$ cat src/rtl/branch_predictor_bht_pkg.sv
// Shared definitions for the branch history table: 2-bit counter
// encoding, reset value and the saturating counter update rule.
package branch_predictor_bht_pkg;

    typedef logic [1:0] cnt_t;

    // Counter encoding: bit 1 is the taken prediction.
    localparam cnt_t SNT = 2'b00;
    localparam cnt_t WNT = 2'b01;
    localparam cnt_t WT  = 2'b10;
    localparam cnt_t ST  = 2'b11;

    // Every entry starts weakly not-taken so one taken outcome flips it.
    localparam cnt_t CNT_RST = WNT;

    // Next counter value after one resolution; saturates at both ends.
    function automatic cnt_t sat_update(input cnt_t cnt, input logic taken);
        cnt_t nxt;
        nxt = cnt;
        if (taken) begin
            if (cnt != ST) begin
                nxt = cnt + 2'd1;
            end
        end else begin
            if (cnt != SNT) begin
                nxt = cnt - 2'd1;
            end
        end
        return nxt;
    endfunction

endpackage

$ cat src/rtl/branch_predictor_bht_sat_counter_array.sv
// Table of 2-bit saturating counters: async reset to CNT_RST, one
// read-modify-write training port and one combinational read port.
// Ports: clk, rst, wr_en/wr_idx/wr_taken (training), rd_idx/rd_cnt (lookup).
module bht_sat_counter_array
    import branch_predictor_bht_pkg::*;
#(
    parameter int INDEX_W = 6
) (
    input  logic               clk,
    input  logic               rst,
    input  logic               wr_en,
    input  logic [INDEX_W-1:0] wr_idx,
    input  logic               wr_taken,
    input  logic [INDEX_W-1:0] rd_idx,
    output cnt_t               rd_cnt
);

    localparam int DEPTH = 2 ** INDEX_W;

    cnt_t cnt_mem [DEPTH];

    always_ff @(posedge clk or posedge rst) begin
        if (rst) begin
            for (int i = 0; i < DEPTH; i++) begin
                cnt_mem[i] <= CNT_RST;
            end
        end else if (wr_en) begin
            cnt_mem[wr_idx] <= sat_update(cnt_mem[wr_idx], wr_taken);
        end
    end

    // No write-to-read bypass: a lookup in the training cycle sees the old value.
    assign rd_cnt = cnt_mem[rd_idx];

endmodule

$ cat src/rtl/branch_predictor_bht.sv
// Fetch-side bimodal branch predictor with mispredict flag and statistics.
// Ports: clk, rst; fetch_valid/fetch_pc -> pred_taken (combinational);
// res_valid/res_pc/res_taken/res_pred train the table; mispredict is a
// registered pulse; branch_cnt/mispred_cnt are saturating event counters.
module branch_predictor_bht
    import branch_predictor_bht_pkg::*;
#(
    parameter int INDEX_W = 6,
    parameter int CNT_W   = 32
) (
    input  logic             clk,
    input  logic             rst,
    input  logic             fetch_valid,
    input  logic [31:0]      fetch_pc,
    output logic             pred_taken,
    input  logic             res_valid,
    input  logic [31:0]      res_pc,
    input  logic             res_taken,
    input  logic             res_pred,
    output logic             mispredict,
    output logic [CNT_W-1:0] branch_cnt,
    output logic [CNT_W-1:0] mispred_cnt
);

    logic [INDEX_W-1:0] fetch_idx;
    logic [INDEX_W-1:0] res_idx;
    cnt_t               fetch_cnt;
    logic               res_miss;
    logic               mispredict_q;
    logic [CNT_W-1:0]   branch_q;
    logic [CNT_W-1:0]   mispred_q;

    // Word-aligned, untagged index; upper PC bits alias freely.
    assign fetch_idx = fetch_pc[INDEX_W+1:2];
    assign res_idx   = res_pc[INDEX_W+1:2];

    logic unused_pc_bits;
    assign unused_pc_bits = ^{fetch_pc[31:INDEX_W+2], fetch_pc[1:0],
                              res_pc[31:INDEX_W+2], res_pc[1:0]};

    bht_sat_counter_array #(
        .INDEX_W (INDEX_W)
    ) u_array (
        .clk      (clk),
        .rst      (rst),
        .wr_en    (res_valid),
        .wr_idx   (res_idx),
        .wr_taken (res_taken),
        .rd_idx   (fetch_idx),
        .rd_cnt   (fetch_cnt)
    );

    assign pred_taken = fetch_valid & fetch_cnt[1];

    assign res_miss = res_valid & (res_taken ^ res_pred);

    // Reloaded every edge, so an idle cycle clears it and a run of
    // mispredicts keeps it high.
    always_ff @(posedge clk or posedge rst) begin
        if (rst) begin
            mispredict_q <= 1'b0;
        end else begin
            mispredict_q <= res_miss;
        end
    end

    always_ff @(posedge clk or posedge rst) begin
        if (rst) begin
            branch_q  <= '0;
            mispred_q <= '0;
        end else begin
            if (res_valid && (branch_q != '1)) begin
                branch_q <= branch_q + CNT_W'(1);
            end
            if (res_miss && (mispred_q != '1)) begin
                mispred_q <= mispred_q + CNT_W'(1);
            end
        end
    end

    assign mispredict  = mispredict_q;
    assign branch_cnt  = branch_q;
    assign mispred_cnt = mispred_q;

endmodule

$ cat config.mk
export PLATFORM = sky130hd
export DESIGN_NAME = branch_predictor_bht
export DESIGN_NICKNAME = d
export VERILOG_FILES = /design/src/rtl/branch_predictor_bht_pkg.sv /design/src/rtl/branch_predictor_bht_sat_counter_array.sv /design/src/rtl/branch_predictor_bht.sv
export SDC_FILE = /design/constraint.sdc
export NUM_CORES = 1
export LEC_CHECK = 0
export CAP_MARGIN = 25
export CORE_MARGIN = 5
export CORE_UTILIZATION = 28
export CTS_CLUSTER_SIZE = 28
export DETAILED_ROUTE_END_ITERATION = 8
export DONT_BUFFER_PORTS = 1
export PLACE_DENSITY = 0.43
export SETUP_SLACK_MARGIN = 0.5
export SKIP_CTS_REPAIR_TIMING = 1
export SLEW_MARGIN = 25
export SYNTH_ARGS = -nofsm -noshare
export SYNTH_HDL_FRONTEND = slang
export SYNTH_SLANG_ARGS = --single-unit
$ cat constraint.sdc
create_clock -name clk -period 14.7 [get_ports clk]
set_input_delay 2.205 -clock clk [delete_from_list [all_inputs] [get_ports clk]]
set_output_delay 2.205 -clock clk [all_outputs]
set_load 0.05 [all_outputs]
==> metrics.txt <==
CP max stage delay 0.52 ns; root buffer cell clkbuf_16; initial core utilization 0.285; Power Total 1.41 mW; Pwr per Cell Area 131 mW/mm^2; Tot GR Track Use 0.136; DP Cell Count 1347; total congestion overflow 0; DR vias 6708; final critical-path required period 6.27 ns; TritonCTS Buffers 17; Critical R2R Launch u_array.cnt_mem[123]; CP Class input pin to primary output; Hold Path End u_array.cnt_mem[96]; worst clock skew 0.0185 ns; CP Data Arrival Time 4.06 ns; Rows 68; status finished, final reports clean; startpoint types input pin; clk buf depth 2; first-pass GRT wire length 41200 microns; Worst-path clk slew 0.07 ns; post-synthesis cell type count 63; Final period util 0.426; YS warnings 0; asr flop ratio synth 1.00; CP Capture Type primary output; Crit Path Max Fanout 16; Max-Cap Viols 0; initial antenna violation count 0; GP Congestion 0.776; Vias/cell 4.86; CTS H-tree depth 4; n_diodes 0; non-filler cells in the finished layout 1379; setup TNS 0 ns; Worst path slowest cell mux4_2; Synth Flop Type dfrtp_1; Max VDD drop 0.0825 mV; min-delay src u_array.cnt_mem[96]; R2R depth 7; ratio of cells with drive above 1 in the final layout 0.234; RSZ-0062 raised after global routing no; Net Count, Synth 1001; cell area after synthesis 0.00990 sq mm; r2r setup slk 11.10 ns; Leakage 4.34 nW; Setup crit start fetch_pc[2]; WHS Path Cells 2; Port Buffers 0; HPWL after DPL 17000 microns; Setup Viol. Count Final 0; Detailed Route WL 25800 microns; Pins Over Slew Limit 0; Die Width 198 microns; Area growth syn-to-layout 9.33%; post-synthesis register bit count 193; sequential area share after synthesis 0.496; largest net degree at the start of global routing 121; Min-Delay Path Class flop to flop; clock sinks 193; Die ar. 0.0392 sq mm; critical path, cell by cell mux4_2, mux4_2, mux4_2, and2_1; Avg Inst Size Synth 10.7 sq um; CTS tree built; nets@finish 983; number of iterations in the first detailed-routing pass 4; post-route ant nets 0; worst path required time 12.49 ns; DRC 0; later-pin clock latency in the skew report 0.45 ns; Top Ports 136; DR iter-0 viols 302; Avg WL per Cell 18.7 microns; crit-path most repeated cell mux4_2; max_slew headroom 0.286; core area 0.0347 sq mm; endpoints failing hold 0; vias in the first global route 6793; Post-Synthesis Cells 929; Die Y 198 microns; FMAX 0.160 GHz; r2r endpoint u_array.cnt_mem[0]; number of synthesized flops with an enable pin 0; worst slew pin tran 1.07 ns
-- metrics by stage --
step | hold WS [ns] | utilization | setup slack, ns | instance area (sq um)
4_1_cts | 0.470 | 0.312 | 8.42 | 10800
2_1_floorplan | 0.452 | - | 7.35 | 9900
3_3_place_gp | 0.458 | 0.294 | 8.42 | 10200
5_1_grt | 0.483 | 0.312 | 8.40 | 10800
6_report | 0.469 | 0.312 | 8.43 | 10800
3_5_place_dp | 0.460 | 0.294 | 8.42 | 10200
-- layout make-up --
class                      instances  area [sq um]
clock buffer                      18           439
clock inverter                    14           168
fill                            3631         23900
inverter                          19          78.8
multi-input combinational        675          4610
sequential                       193          4910
tap                              455           569
timing repair buffer               5          41.3
-- sequential cells by signal, indices dropped and copies added (netlist names) --
name and flops:
mispred_cnt 32, mispredict 1, branch_cnt 32, u_array.cnt_mem 128
-- placed cells by master (no fill, tap or decap), types with 12 or more instances in the layout --
cell type	instances
mux2i_1	12
inv_1	18
clkbuf_16	17
dfrtp_1	129
nand2_1	233
nand4_1	15
o21ai_0	66
mux4_2	30
nand3_1	29
o21ai_2	60
dfstp_2	64
xnor2_1	41
xor2_1	20
nor2_1	33
-- how the worst max path moves through the flow --
stage,slack (ns),end
floorplan,7.35,branch_cnt[0]
global placement,8.42,pred_taken
detailed placement,8.42,pred_taken
CTS,8.42,pred_taken
global route,8.40,pred_taken
finish,8.43,pred_taken
-- per-layer routing --
layer  vias up  routed length, microns  track usage  share of wire
li1       3252                       -            -              -
met1      3298                   12400        0.197           0.48
met2       143                   11600        0.202           0.45
met3        15                    1400       0.0373          0.054
met4         0                     312       0.0321          0.012
met5         -                       0            0              0
-- synthesized netlist by cell type (all sizes together), types with 2 or more instances --
cell       n  share of area
buf       32          0.028
nor4bb     2         0.0020
o21ai    131          0.089
or4        2         0.0015
nor4b      2         0.0024
o31ai      2         0.0015
a22o       6         0.0053
nor3      13         0.0076
inv       19         0.0072
nand4     15         0.0095
and3      10         0.0063
xnor2     41          0.036
nor4       5         0.0047
o22ai      6         0.0038
dfrtp    129           0.33
o2111ai    2         0.0018
mux2       9          0.010
nor2      36          0.014
ha         2         0.0025
nand3     29          0.015
nor3b      4         0.0030
nand2    233          0.088
a221oi     3         0.0027
a21oi      5         0.0025
mux4      37          0.087
maj3       2         0.0028
nand2b     2         0.0013
and4       7         0.0063
xor2      20          0.018
dfstp     64           0.17
mux2i     12          0.012
a41o       2         0.0020
a22oi      6         0.0046
and2       9         0.0057
or3        5         0.0032
clkbuf    10         0.0038
-- worst max-delay path, delay by kind of cell --
family,cells,cell delay [ns]
AND/OR/NAND/NOR,1,0.34
multiplexers,3,1.51
-- power by group --
part,internal [mW],leakage [nW],switching [mW]
sequential,0.617,2.39,0.119
combinational,0.0824,1.67,0.107
clock,0.262,0.286,0.228
total,0.961,4.34,0.453
-- kinds of logic (layout without fill, tap and decap cells) --
kind of cell | Yosys count | in the layout | share of synthesized area
buffers and inverters | 61 | 56 | 0.0394
AO/OA/AOI/OAI | 172 | 172 | 0.121
multiplexers | 58 | 58 | 0.109
adder cells (fa/ha/maj) | 4 | 4 | 0.00531
flip-flops | 193 | 193 | 0.496
XOR/XNOR | 61 | 61 | 0.0540
AND/OR/NAND/NOR | 380 | 380 | 0.175
No activity file was read; power rests on OpenSTA's default activity.
